--- src/rtl/truth_table_scanner.sv ---
// Scans every input vector of a 4-input SOP/POS gate pair and builds minterm masks.
// TT_GOLDEN_EN adds a comparison of the final SOP mask against the GOLDEN mask.
module truth_table_scanner #(
   parameter int N_IN = 4,
   parameter int SETTLE = 1,
   parameter logic [2**N_IN-1:0] GOLDEN = '0
) (
   input  logic                 clk,
   input  logic                 rst_n,
   input  logic                 start,
   output logic [N_IN-1:0]      abcd,
   input  logic                 f_sop,
   input  logic                 f_pos,
   output logic                 busy,
   output logic                 done,
   output logic [2**N_IN-1:0]   mask_sop,
   output logic [2**N_IN-1:0]   mask_pos,
   output logic                 mismatch,
   output logic [N_IN-1:0]      mismatch_idx,
   output logic                 golden_fail
);

   localparam int W = 2**N_IN;
   localparam logic [N_IN-1:0] LAST = N_IN'(W - 1);
   localparam logic [3:0] CNT_END = 4'(SETTLE - 1);

   typedef enum logic [1:0] {
      S_IDLE,
      S_SETTLE,
      S_SAMPLE,
      S_DONE
   } state_t;

   state_t state, state_nxt;
   logic [3:0] cnt;
   logic [N_IN-1:0] idx;
   logic [W-1:0] sop_nxt, pos_nxt;
   logic accept, sample, last;

   assign accept = (state == S_IDLE) && start;
   assign sample = (state == S_SAMPLE);
   assign last = (idx == LAST);

   always_ff @(posedge clk or negedge rst_n) begin
      if (!rst_n) state <= S_IDLE;
      else        state <= state_nxt;
   end

   always_comb begin
      state_nxt = state;
      unique case (state)
         S_IDLE:   if (start) state_nxt = S_SETTLE;
         S_SETTLE: if (cnt == CNT_END) state_nxt = S_SAMPLE;
         S_SAMPLE: state_nxt = last ? S_DONE : S_SETTLE;
         S_DONE:   state_nxt = S_IDLE;
         default:  state_nxt = S_IDLE;
      endcase
   end

   always_comb begin
      sop_nxt = mask_sop;
      pos_nxt = mask_pos;
      sop_nxt[idx] = f_sop;
      pos_nxt[idx] = f_pos;
   end

   always_ff @(posedge clk or negedge rst_n) begin
      if (!rst_n) begin
         cnt          <= '0;
         idx          <= '0;
         mask_sop     <= '0;
         mask_pos     <= '0;
         mismatch     <= 1'b0;
         mismatch_idx <= '0;
      end else if (accept) begin
         cnt          <= '0;
         idx          <= '0;
         mask_sop     <= '0;
         mask_pos     <= '0;
         mismatch     <= 1'b0;
         mismatch_idx <= '0;
      end else if (state == S_SETTLE) begin
         cnt <= (cnt == CNT_END) ? 4'd0 : cnt + 4'd1;
      end else if (sample) begin
         mask_sop <= sop_nxt;
         mask_pos <= pos_nxt;
         if ((f_sop != f_pos) && !mismatch) begin
            mismatch     <= 1'b1;
            mismatch_idx <= idx;
         end
         if (!last) idx <= idx + N_IN'(1);
      end
   end

`ifdef TT_GOLDEN_EN
   always_ff @(posedge clk or negedge rst_n) begin
      if (!rst_n)               golden_fail <= 1'b0;
      else if (accept)          golden_fail <= 1'b0;
      else if (sample && last)  golden_fail <= (sop_nxt != GOLDEN);
   end
`else
   logic unused_golden;
   assign unused_golden = ^GOLDEN;
   assign golden_fail = 1'b0;
`endif

   assign abcd = idx;
   assign busy = (state == S_SETTLE) || (state == S_SAMPLE);
   assign done = (state == S_DONE);

endmodule

--- config.mk ---
export PLATFORM = sky130hd
export DESIGN_NAME = truth_table_scanner
export DESIGN_NICKNAME = d
export VERILOG_FILES = /design/src/rtl/truth_table_scanner.sv
export SDC_FILE = /design/constraint.sdc
export NUM_CORES = 1
export LEC_CHECK = 0
export CAP_MARGIN = 40
export CORE_MARGIN = 4
export CORE_UTILIZATION = 55
export DETAILED_ROUTE_END_ITERATION = 10
export GPL_TIMING_DRIVEN = 0
export PLACE_DENSITY = 0.94
export SYNTH_ARGS = -nofsm -noshare
export SYNTH_HDL_FRONTEND = slang
export SYNTH_SLANG_ARGS = --single-unit
--- constraint.sdc ---
create_clock -name clk -period 4.4 [get_ports clk]
set_input_delay 1.1 -clock clk [delete_from_list [all_inputs] [get_ports clk]]
set_output_delay 1.1 -clock clk [all_outputs]
set_load 0.02 [all_outputs]
==> metrics.json, run 1 <==
{
  "final_hold_violating_endpoints": {"value": 0},
  "finalSetupViolCount": {"value": 0},
  "relSlewSlack": {"value": 66.0, "unit": "%"},
  "vias": {"value": 2074},
  "crit_type": {"value": "reg2out"},
  "floorplan.die.height": {"value": 74.8, "unit": "um"},
  "power_density_cells": {"value": 646, "unit": "nW/um2"},
  "finClkSkew": {"value": 6.68, "unit": "ps"},
  "grt_antenna_before_repair": {"value": 0},
  "totalWireLength": {"value": 5660, "unit": "um"},
  "crit_path_start_kind": {"value": "flop"},
  "grt-ovfl-total": {"value": 0},
  "antennaDiodeCount": {"value": 0},
  "final.setup.worst_slack": {"value": 1550, "unit": "ps"},
  "ant_nets": {"value": 0},
  "clk_pin_slew": {"value": 80, "unit": "ps"},
  "seqCellArea": {"value": 1180, "unit": "um2"},
  "p_leak": {"value": 1.29, "unit": "nW"},
  "rows": {"value": 24},
  "post_route_cells_drive_above_1_share": {"value": 9.87, "unit": "%"},
  "required": {"value": 3300, "unit": "ps"},
  "synth_seq_area_share": {"value": 48.0, "unit": "%"},
  "port_buffers": {"value": 47},
  "critical-path-slowest-cell": {"value": "sky130_fd_sc_hd__clkdlybuf4s50_1"},
  "cts_max_level": {"value": 2},
  "grt.total_usage": {"value": 21.4, "unit": "%"},
  "yosysWarnings": {"value": 0},
  "design.core.area": {"value": 4320, "unit": "um2"},
  "gp_routability_congestion": {"value": 0.888},
  "routedWlPerCell": {"value": 15.9, "unit": "um"},
  "top_library_cells_by_usage_in_the_layout_fill_and_taps_aside": {"value": "sky130_fd_sc_hd__dfrtp_1 (47), sky130_fd_sc_hd__clkdlybuf4s50_1 (46), sky130_fd_sc_hd__inv_1 (39), sky130_fd_sc_hd__o22ai_1 (30), sky130_fd_sc_hd__a21oi_1 (18)"},
  "fill_cells": {"value": 341},
  "period_utilization_post_route": {"value": 64.8, "unit": "%"},
  "maxCapViolations": {"value": 0},
  "worst_hold_startpoint": {"value": "mask_sop[3]"},
  "nNetsFinal": {"value": 320},
  "synthCells": {"value": 248},
  "finish.cell_count_without_fillers": {"value": 356},
  "syn_avg_cell_area": {"value": 9.88, "unit": "um2"},
  "run_status": {"value": "complete, no violations"},
  "arrival_time_at_the_worst_endpoint": {"value": 1750, "unit": "ps"},
  "design_power_total": {"value": 2.00, "unit": "mW"},
  "post-route-min-period": {"value": 2850, "unit": "ps"},
  "cts_tree": {"value": "built"},
  "cp_cell_sequence": {"value": "inv_1 -> ha_1 -> clkdlybuf4s50_1"},
  "routed_via_density": {"value": 5.83},
  "initial_core_utilization": {"value": 56.7, "unit": "%"},
  "detail_route.first_pass.iterations": {"value": 4},
  "floorplan.die.width": {"value": 74.8, "unit": "um"},
  "cpPeakStageDelay": {"value": 590, "unit": "ps"},
  "timing.rr.start": {"value": "state[0]"},
  "utilization": {"value": 71.7, "unit": "%"},
  "synth_nets": {"value": 265},
  "flow.area_growth_from_synthesis": {"value": 26.5, "unit": "%"},
  "cts_made_buffers": {"value": 5},
  "path_max_fanout": {"value": 5},
  "end_kind": {"value": "output port"},
  "cts_hold_buf": {"value": 0},
  "worst_slew_pin_slew": {"value": 509, "unit": "ps"},
  "max-clock-path-buffers": {"value": 2},
  "synth_cell_type_count": {"value": 37},
  "worst_setup_path_startpoint": {"value": "state[1]"},
  "synth_area": {"value": 2450, "unit": "um2"},
  "via_count_of_the_first_global_routing_pass": {"value": 1926},
  "grt_start_max_net_pins": {"value": 35},
  "rsz0062_at_grt": {"value": "no"},
  "boundaryPins": {"value": 49},
  "ys_ff_latch": {"value": 47},
  "ir_worst_vdd": {"value": 0.467, "unit": "mV"},
  "maximum_operating_frequency": {"value": 351, "unit": "MHz"},
  "grt_first_pass_wirelength": {"value": 9230, "unit": "um"},
  "layout_commonest_cell": {"value": "sky130_fd_sc_hd__dfrtp_1"},
  "setup_tns_final": {"value": 0, "unit": "ps"},
  "post_cts_resized": {"value": 0},
  "cts.sinks": {"value": 47},
  "hpwl_after_detailed_placement": {"value": 4220, "unit": "um"},
  "multi_input_combinational_cell_area": {"value": 1030, "unit": "um2"},
  "cp.buffers_inverters": {"value": 2},
  "remaining_drc_errors": {"value": 0},
  "placedCellCount": {"value": 348},
  "path_delay_family": {"value": "buffers and inverters"},
  "dieArea": {"value": 5590, "unit": "um2"},
  "post_cts_buffers": {"value": 0},
  "ctsRootBufferMaster": {"value": "sky130_fd_sc_hd__clkbuf_8"},
  "dp_worst_setup_slack": {"value": 1840, "unit": "ps"},
  "clk_latency": {"value": 300, "unit": "ps"},
  "detailedRoute.firstIterationViolations": {"value": 168},
  "worst_min_delay_path_class": {"value": "reg2reg"},
  "slew_violations": {"value": 0}
}
[registers in the layout, summed over array words and instances (netlist names)]
register,cells
cnt,4
state,2
mismatch_idx,4
mismatch,1
abcd,4
mask_sop,16
mask_pos,16
[through the flow]
step | hold WS [ps] | cell area [um2]
finish | 519 | 3100
global route | 541 | 3100
CTS | 518 | 3100
detailed placement | 484 | 3000
global placement | 493 | 2990
floorplan | 534 | 2450
[final cells by class]
class	instances	area share [%]
Buffer	16	3.15
Clock buffer	8	3.23
Inverter	39	4.72
Multi-Input combinational cell	146	33.2
Sequential cell	47	37.9
Tap cell	52	2.10
Timing Repair Buffer	48	15.7
[routing by layer]
layer  up-vias  part of all wire (%)  global-route usage [%]
met4         0                  0.88                    6.32
li1        997                     -                       -
met1       987                    42                    28.4
met2        83                    50                    35.1
met5         -                     0                       0
met3         7                   7.1                    5.07
[path summary, 6_finish.rpt]
| kind | endpoint | slack [ps] | cells past startpoint |
|---|---|---|---|
| setup / recovery | busy | 1550 | 3 |
| hold / removal | mask_sop[3] | 520 | 1 |
| setup reg to reg | mask_pos[14] | 2550 | 7 |
| hold reg to reg | mask_sop[3] | 520 | 1 |
| max in group asynchronous | mask_pos[7] | 3230 | 2 |
| min in group asynchronous | mask_pos[3] | 690 | 1 |
[cell families after synthesis]
group	share of synthesized area [%]
compound gates	18.5
simple gates	15.4
buf+inv	9.95
flops	48.0
fa+ha+maj	6.13
xor+xnor	1.07
mux	0.817
other cells	0.153
[power breakdown]
| group | leakage (nW) | internal [mW] | total [mW] | switching, mW |
|---|---|---|---|---|
| Combinational | 0.609 | 0.458 | 1.08 | 0.620 |
| Clock | 0.0515 | 0.144 | 0.286 | 0.143 |
| Sequential | 0.633 | 0.544 | 0.641 | 0.0964 |
[cell usage after synthesis (all sizes together)]
cell type | n | area (um2)
nor2 | 4 | 15.0
o22ai | 30 | 188
nand4bb | 4 | 45.0
a31oi | 2 | 12.5
a211o | 1 | 10.0
nand2 | 13 | 48.8
nand4 | 16 | 100
xnor2 | 2 | 17.5
a2bb2oi | 1 | 15.0
a211oi | 1 | 12.5
xor2 | 1 | 8.76
nand3 | 6 | 30.0
o311ai | 2 | 32.5
o21ai | 1 | 5.00
or2 | 1 | 6.26
o21a | 1 | 7.51
mux2i | 2 | 20.0
o2bb2ai | 2 | 17.5
buf | 11 | 77.6
ha | 12 | 150
a21oi | 20 | 108
and2 | 3 | 18.8
nor2b | 2 | 12.5
nand2b | 3 | 18.8
a21o | 1 | 7.51
inv | 39 | 146
o211ai | 4 | 30.0
clkbuf | 5 | 20.0
dfrtp | 47 | 1180
nand4b | 8 | 70.1
conb | 1 | 3.75
or3b | 1 | 11.3
o31a | 1 | 8.76
Power figures use the tool's default switching activity.
==> run 2, diff against run 1 <==
--- a/config.mk
+++ b/config.mk
@@ -7,10 +7,10 @@
 export LEC_CHECK = 0
 export CAP_MARGIN = 40
 export CORE_MARGIN = 4
-export CORE_UTILIZATION = 55
+export CORE_UTILIZATION = 46
 export DETAILED_ROUTE_END_ITERATION = 10
 export GPL_TIMING_DRIVEN = 0
-export PLACE_DENSITY = 0.94
+export PLACE_DENSITY = 0.85
 export SYNTH_ARGS = -nofsm -noshare
 export SYNTH_HDL_FRONTEND = slang
 export SYNTH_SLANG_ARGS = --single-unit
==> constraint.sdc (replaced) <==
create_clock -name clk -period 2.4 [get_ports clk]
set_input_delay 0.6 -clock clk [delete_from_list [all_inputs] [get_ports clk]]
set_output_delay 0.6 -clock clk [all_outputs]
set_load 0.02 [all_outputs]
==> metrics.json, run 2 (synthesis gave the netlist of run 1 again) <==
{
  "post_route_cells_drive_above_1_share": {"value": 9.87, "unit": "%", "change": "unchanged"},
  "required": {"value": 1800, "unit": "ps", "change": "-1500 ps"},
  "fill_cells": {"value": 449, "change": "+32%"},
  "period_utilization_post_route": {"value": 88.2, "unit": "%"},
  "floorplan.die.width": {"value": 81.0, "unit": "um", "change": "+8.3%"},
  "dpl-instance-area": {"value": 3020, "unit": "um2", "change": "+0.75%"},
  "slew_violations": {"value": 0, "change": "unchanged"},
  "port_buffers": {"value": 47, "change": "unchanged"},
  "layout_commonest_cell": {"value": "sky130_fd_sc_hd__dfrtp_1"},
  "hpwl_after_detailed_placement": {"value": 4270, "unit": "um", "change": "+0.98%"},
  "p_leak": {"value": 1.30, "unit": "nW", "change": "+0.71%"},
  "ir_worst_vdd": {"value": 0.881, "unit": "mV", "change": "+89%"},
  "ff2ff_path_depth": {"value": 7, "change": "unchanged"},
  "routed_via_density": {"value": 5.46, "change": "-6.2%"},
  "crit_type": {"value": "reg2out"},
  "clk_latency": {"value": 300, "unit": "ps", "change": "about the same"},
  "detail_route.first_pass.iterations": {"value": 4, "change": "unchanged"},
  "run_status": {"value": "complete, no violations"},
  "post-route-min-period": {"value": 2120, "unit": "ps"},
  "cts_made_buffers": {"value": 5, "change": "unchanged"},
  "finalSetupViolCount": {"value": 0, "change": "unchanged"},
  "power_density_cells": {"value": 1170, "unit": "nW/um2", "change": "+81%"},
  "boundaryPins": {"value": 49, "change": "unchanged"},
  "cp_cell_sequence": {"value": "ha_1 -> clkdlybuf4s50_1"},
  "ctsRootBufferMaster": {"value": "sky130_fd_sc_hd__clkbuf_8"},
  "clk_pin_slew": {"value": 80, "unit": "ps", "change": "about the same"},
  "totalWireLength": {"value": 5690, "unit": "um", "change": "+0.57%"},
  "maxCapViolations": {"value": 0, "change": "unchanged"},
  "seqCellArea": {"value": 1180, "unit": "um2", "change": "unchanged"},
  "cts.sinks": {"value": 47, "change": "unchanged"},
  "routedWlPerCell": {"value": 15.2, "unit": "um", "change": "-4.3%"},
  "post_cts_buffers": {"value": 0, "change": "unchanged"},
  "grt_antenna_before_repair": {"value": 0, "change": "unchanged"},
  "gp_routability_congestion": {"value": 0.909, "change": "+2.3%"},
  "cts_hold_buf": {"value": 0, "change": "unchanged"},
  "rows": {"value": 26, "change": "+8.3%"},
  "critical-path-slowest-cell": {"value": "sky130_fd_sc_hd__clkdlybuf4s50_1"},
  "initial_core_utilization": {"value": 47.7, "unit": "%", "change": "-9.0 points"},
  "largest_registers": {"value": "mask_pos: 16 flops, mask_sop: 16 flops"},
  "via_count_of_the_first_global_routing_pass": {"value": 2020, "change": "+4.9%"},
  "finClkSkew": {"value": 3.77, "unit": "ps", "change": "-2.91 ps"},
  "top_library_cells_by_usage_in_the_layout_fill_and_taps_aside": {"value": "sky130_fd_sc_hd__dfrtp_1 (47), sky130_fd_sc_hd__clkdlybuf4s50_1 (45), sky130_fd_sc_hd__inv_1 (39), sky130_fd_sc_hd__o22ai_1 (30), sky130_fd_sc_hd__a21oi_1 (18)"},
  "crit_path_start_kind": {"value": "flop"},
  "dieArea": {"value": 6560, "unit": "um2", "change": "+17%"},
  "final_hold_violating_endpoints": {"value": 0, "change": "unchanged"},
  "cpPeakStageDelay": {"value": 600, "unit": "ps", "change": "about the same"},
  "floorplan.die.height": {"value": 81.0, "unit": "um", "change": "+8.3%"},
  "antennaDiodeCount": {"value": 0, "change": "unchanged"},
  "end_kind": {"value": "output port"},
  "detailedRoute.firstIterationViolations": {"value": 145, "change": "-14%"},
  "grt_first_pass_wirelength": {"value": 9560, "unit": "um", "change": "+3.6%"},
  "timing.hold.ws": {"value": 247, "unit": "ps", "change": "-272 ps"},
  "cts_tree": {"value": "built"},
  "cts_max_level": {"value": 2, "change": "unchanged"},
  "rsz0062_at_grt": {"value": "no"},
  "grt-ovfl-total": {"value": 0, "change": "unchanged"},
  "remaining_drc_errors": {"value": 0, "change": "unchanged"},
  "post_route_cell_area": {"value": 3130, "unit": "um2", "change": "+0.81%"},
  "vias": {"value": 2043, "change": "-1.5%"},
  "multi_input_combinational_cell_area": {"value": 1030, "unit": "um2", "change": "unchanged"},
  "design.core.area": {"value": 5140, "unit": "um2", "change": "+19%"},
  "maximum_operating_frequency": {"value": 472, "unit": "MHz"},
  "nNetsFinal": {"value": 320, "change": "unchanged"},
  "grt.total_usage": {"value": 18.7, "unit": "%", "change": "-2.7 points"},
  "path_max_fanout": {"value": 5, "change": "unchanged"},
  "flow.area_growth_from_synthesis": {"value": 27.6, "unit": "%"},
  "arrival_time_at_the_worst_endpoint": {"value": 1520, "unit": "ps", "change": "-230 ps"},
  "grt_start_max_net_pins": {"value": 28, "change": "-20%"},
  "worst_min_delay_path_class": {"value": "in2async"},
  "ant_nets": {"value": 0, "change": "unchanged"},
  "max-clock-path-buffers": {"value": 2, "change": "unchanged"}
}
run 2: cell types whose count changed in the layout (fill, tap and decap cells not counted):
cell	before	now
sky130_fd_sc_hd__clkdlybuf4s50_1	46	45
sky130_fd_sc_hd__dlymetal6s2s_1	0	1
run 2: stage by stage:
step	instances	utilization, %	setup TNS, ps	power [mW]	setup WS (ps)
finish	374	60.8	0	3.65	283
global route	374	60.8	0	3.91	230
CTS	374	60.8	0	3.67	54.4
detailed placement	366	58.8	0	3.15	350
global placement	365	58.5	-21490	3.10	-459
floorplan	248	-	0	2.44	864
run 2: report_power, final:
part | switching, mW | internal, mW | total [mW]
Sequential | 0.178 | 0.998 | 1.18
Clock | 0.252 | 0.263 | 0.515
Combinational | 1.13 | 0.834 | 1.96
run 2: layout make-up:
| type | count | area share (%) |
|---|---|---|
| inverter | 39 | 4.68 |
| multi-input combinational | 146 | 33.0 |
| tap | 70 | 2.80 |
| buffer | 16 | 3.12 |
| sequential | 47 | 37.6 |
| clock buffer | 8 | 3.20 |
| timing repair buffer | 48 | 15.6 |
run 2: final timing paths:
path | start | end | slack [ps]
setup / recovery | state[1] | done | 280
hold / removal | rst_n | cnt[1] | 250
setup reg to reg | state[0] | mask_sop[10] | 610
hold reg to reg | mask_sop[3] | mask_sop[3] | 510
max in group asynchronous | rst_n | mask_sop[9] | 1650
min in group clk | mask_sop[3] | mask_sop[3] | 510
run 2: metal layers:
layer  track usage, %  routed length, um  vias to the layer above
met2             31.3               2850                       56
met4             5.57                 87                        0
met5                0                  0                        -
met1             24.6               2450                      984
met3             3.88                305                        9
li1                 -                  -                      994
run 2: repair_timing:
item	4_1_cts	5_1_grt
endpoints found under the hold margin	0	0
gates resized for setup	0	1
setup endpoints to repair	0	1
run 2: worst max-delay path, delay by kind of cell (launching register included):
kind / cells / cell delay [ps]
buffers and inverters: 1 / 600
DFF: 1 / 430
adders and majority gates: 1 / 180
==> run 3, diff against run 2 <==
--- a/config.mk
+++ b/config.mk
@@ -6,11 +6,12 @@
 export NUM_CORES = 1
 export LEC_CHECK = 0
 export CAP_MARGIN = 40
-export CORE_MARGIN = 4
+export CORE_MARGIN = 2
 export CORE_UTILIZATION = 46
 export DETAILED_ROUTE_END_ITERATION = 10
 export GPL_TIMING_DRIVEN = 0
 export PLACE_DENSITY = 0.85
+export SLEW_MARGIN = 10
 export SYNTH_ARGS = -nofsm -noshare
 export SYNTH_HDL_FRONTEND = slang
 export SYNTH_SLANG_ARGS = --single-unit
==> constraint.sdc (replaced) <==
create_clock -name clk -period 1.9 [get_ports clk]
set_input_delay 0.475 -clock clk [delete_from_list [all_inputs] [get_ports clk]]
set_output_delay 0.475 -clock clk [all_outputs]
set_load 0.02 [all_outputs]
==> metrics.json, run 3 (synthesis gave the netlist of run 1 again) <==
{
  "dp_worst_setup_slack": {"value": -18.4, "unit": "ps", "change": "-369 ps"},
  "largest_registers": {"value": "mask_pos: 16 flops, mask_sop: 16 flops"},
  "ir_worst_vdd": {"value": 1.14, "unit": "mV", "change": "+29%"},
  "grt_first_pass_wirelength": {"value": 9720, "unit": "um", "change": "+1.7%"},
  "detail_route.first_pass.iterations": {"value": 4, "change": "unchanged"},
  "finalSetupViolCount": {"value": 0, "change": "unchanged"},
  "relSlewSlack": {"value": 65.5, "unit": "%"},
  "fill_cells": {"value": 475, "change": "+5.8%"},
  "slew_violations": {"value": 0, "change": "unchanged"},
  "rsz0062_at_grt": {"value": "no"},
  "cts_tree": {"value": "built"},
  "final.setup.worst_slack": {"value": 46.6, "unit": "ps", "change": "-236 ps"},
  "worst_min_delay_path_class": {"value": "in2async"},
  "finClkSkew": {"value": 7.92, "unit": "ps", "change": "+4.16 ps"},
  "ant_nets": {"value": 0, "change": "unchanged"},
  "post_cts_resized": {"value": 8, "change": "+8"},
  "vias": {"value": 2082, "change": "+1.9%"},
  "arrival_time_at_the_worst_endpoint": {"value": 1380, "unit": "ps", "change": "-140 ps"},
  "post-route-min-period": {"value": 1850, "unit": "ps"},
  "final_hold_violating_endpoints": {"value": 0, "change": "unchanged"},
  "critical-path-slowest-cell": {"value": "sky130_fd_sc_hd__dfrtp_1"},
  "power_density_cells": {"value": 1470, "unit": "nW/um2", "change": "+26%"},
  "utilization": {"value": 60.7, "unit": "%", "change": "-0.15 points"},
  "rows": {"value": 26, "change": "unchanged"},
  "crit_type": {"value": "reg2out"},
  "post_cts_buffers": {"value": 0, "change": "unchanged"},
  "nNetsFinal": {"value": 320, "change": "unchanged"},
  "totalWireLength": {"value": 5680, "unit": "um", "change": "about the same"},
  "path_delay_family": {"value": "flip-flops"},
  "maxCapViolations": {"value": 0, "change": "unchanged"},
  "grt.total_usage": {"value": 20.1, "unit": "%", "change": "+1.4 points"},
  "run_status": {"value": "complete, no violations"},
  "routed_via_density": {"value": 5.57, "change": "+1.9%"},
  "layout_commonest_cell": {"value": "sky130_fd_sc_hd__dfrtp_1"},
  "grt_antenna_before_repair": {"value": 0, "change": "unchanged"},
  "gp_routability_congestion": {"value": 0.860, "change": "-5.3%"},
  "clk_latency": {"value": 310, "unit": "ps", "change": "about the same"},
  "cp.buffers_inverters": {"value": 2, "change": "+1"},
  "dieArea": {"value": 5930, "unit": "um2", "change": "-9.6%"},
  "dpl-instance-area": {"value": 3020, "unit": "um2", "change": "unchanged"},
  "hpwl_after_detailed_placement": {"value": 4240, "unit": "um", "change": "-0.57%"},
  "flow.area_growth_from_synthesis": {"value": 27.3, "unit": "%"},
  "via_count_of_the_first_global_routing_pass": {"value": 2086, "change": "+3.3%"},
  "detailedRoute.firstIterationViolations": {"value": 153, "change": "+5.5%"},
  "grt-ovfl-total": {"value": 0, "change": "unchanged"},
  "worst_setup_path_startpoint": {"value": "state[1]"},
  "path_max_fanout": {"value": 5, "change": "unchanged"},
  "cts_hold_buf": {"value": 0, "change": "unchanged"},
  "maximum_operating_frequency": {"value": 540, "unit": "MHz"},
  "grt_start_max_net_pins": {"value": 37, "change": "+32%"},
  "initial_core_utilization": {"value": 47.7, "unit": "%", "change": "unchanged"},
  "post_route_cell_area": {"value": 3120, "unit": "um2", "change": "-0.24%"},
  "floorplan.die.height": {"value": 77.0, "unit": "um", "change": "-4.9%"},
  "clk_pin_slew": {"value": 90, "unit": "ps", "change": "about the same"},
  "required": {"value": 1420, "unit": "ps", "change": "-380 ps"},
  "remaining_drc_errors": {"value": 0, "change": "unchanged"},
  "antennaDiodeCount": {"value": 0, "change": "unchanged"},
  "boundaryPins": {"value": 49, "change": "unchanged"},
  "cts_made_buffers": {"value": 5, "change": "unchanged"},
  "cts_max_level": {"value": 2, "change": "unchanged"},
  "ctsRootBufferMaster": {"value": "sky130_fd_sc_hd__clkbuf_8"},
  "cts.sinks": {"value": 47, "change": "unchanged"},
  "max-clock-path-buffers": {"value": 2, "change": "unchanged"},
  "cpPeakStageDelay": {"value": 460, "unit": "ps", "change": "-140 ps"},
  "cp_cell_sequence": {"value": "inv_2 -> ha_1 -> clkdlybuf4s15_2"},
  "crit_path_start_kind": {"value": "flop"},
  "p_leak": {"value": 1.30, "unit": "nW", "change": "-0.20%"},
  "end_kind": {"value": "output port"},
  "worst_slew_pin_slew": {"value": 518, "unit": "ps"},
  "timing.hold.ws": {"value": 36.9, "unit": "ps", "change": "-211 ps"},
  "design.core.area": {"value": 5140, "unit": "um2", "change": "unchanged"},
  "timing.rr.start": {"value": "state[1]"},
  "port_buffers": {"value": 47, "change": "unchanged"},
  "post_route_cells_drive_above_1_share": {"value": 11.2, "unit": "%", "change": "+1.3 points"},
  "top_library_cells_by_usage_in_the_layout_fill_and_taps_aside": {"value": "sky130_fd_sc_hd__dfrtp_1 (47), sky130_fd_sc_hd__clkdlybuf4s50_1 (41), sky130_fd_sc_hd__inv_1 (37), sky130_fd_sc_hd__o22ai_1 (30), sky130_fd_sc_hd__a21oi_1 (18)"},
  "period_utilization_post_route": {"value": 97.5, "unit": "%"},
  "routedWlPerCell": {"value": 15.2, "unit": "um", "change": "about the same"},
  "floorplan.die.width": {"value": 77.0, "unit": "um", "change": "-4.9%"}
}
-- run 3: changes by cell type in the layout (fill, tap and decap cells not counted) --
cell                              change
sky130_fd_sc_hd__clkbuf_1             -1
sky130_fd_sc_hd__clkbuf_8             -1
sky130_fd_sc_hd__clkdlybuf4s15_2      +1
sky130_fd_sc_hd__clkdlybuf4s50_1      -4
sky130_fd_sc_hd__clkinv_4             +1
sky130_fd_sc_hd__clkinvlp_4           +1
sky130_fd_sc_hd__dlygate4sd2_1        +4
sky130_fd_sc_hd__dlymetal6s2s_1       -1
sky130_fd_sc_hd__inv_1                -2
sky130_fd_sc_hd__inv_2                +2
-- run 3: worst paths after layout --
kind | slack [ps] | cells past startpoint | endpoint
max reg2reg | 100 | 7 | mask_sop[14]
min in group clk | 520 | 1 | mask_pos[3]
max | 50 | 3 | busy
min | 40 | 1 | state[1]
max in group asynchronous | 1380 | 2 | mask_sop[12]
min reg2reg | 520 | 1 | mask_pos[3]
-- run 3: where the power goes --
part | leakage, nW | total, mW | switching (mW) | internal [mW]
Clock | 0.0474 | 0.638 | 0.341 | 0.297
Combinational | 0.619 | 2.45 | 1.43 | 1.03
Sequential | 0.633 | 1.50 | 0.235 | 1.26
Total | 1.30 | 4.58 | 2.00 | 2.58
-- run 3: layout make-up --
| type | instances | area (um2) | share of cell area, % |
|---|---|---|---|
| Clock inverter | 2 | 16.3 | 0.521 |
| Tap cell | 70 | 87.6 | 2.81 |
| Timing Repair Buffer | 48 | 482 | 15.4 |
| Sequential cell | 47 | 1180 | 37.7 |
| Inverter | 39 | 146 | 4.69 |
| Clock buffer | 6 | 82.6 | 2.65 |
| Multi-Input combinational cell | 146 | 1030 | 33.1 |
| Buffer | 16 | 97.6 | 3.13 |
-- run 3: per-layer routing --
| metal | global-route usage (%) | share of wire, % | vias to the layer above |
|---|---|---|---|
| li1 | - | - | 993 |
| met1 | 25.4 | 42 | 1019 |
| met2 | 33.9 | 51 | 64 |
| met3 | 4.35 | 5.3 | 6 |
| met4 | 7.50 | 1.2 | 0 |
| met5 | 0 | 0 | - |
-- run 3: per-stage QoR --
step,cells,setup TNS [ps],power (mW)
2_1_floorplan,248,0,3.08
3_3_place_gp,365,-39370,3.90
3_5_place_dp,366,-48.6,3.98
4_1_cts,374,0,4.59
5_1_grt,374,0,4.88
6_report,374,0,4.58
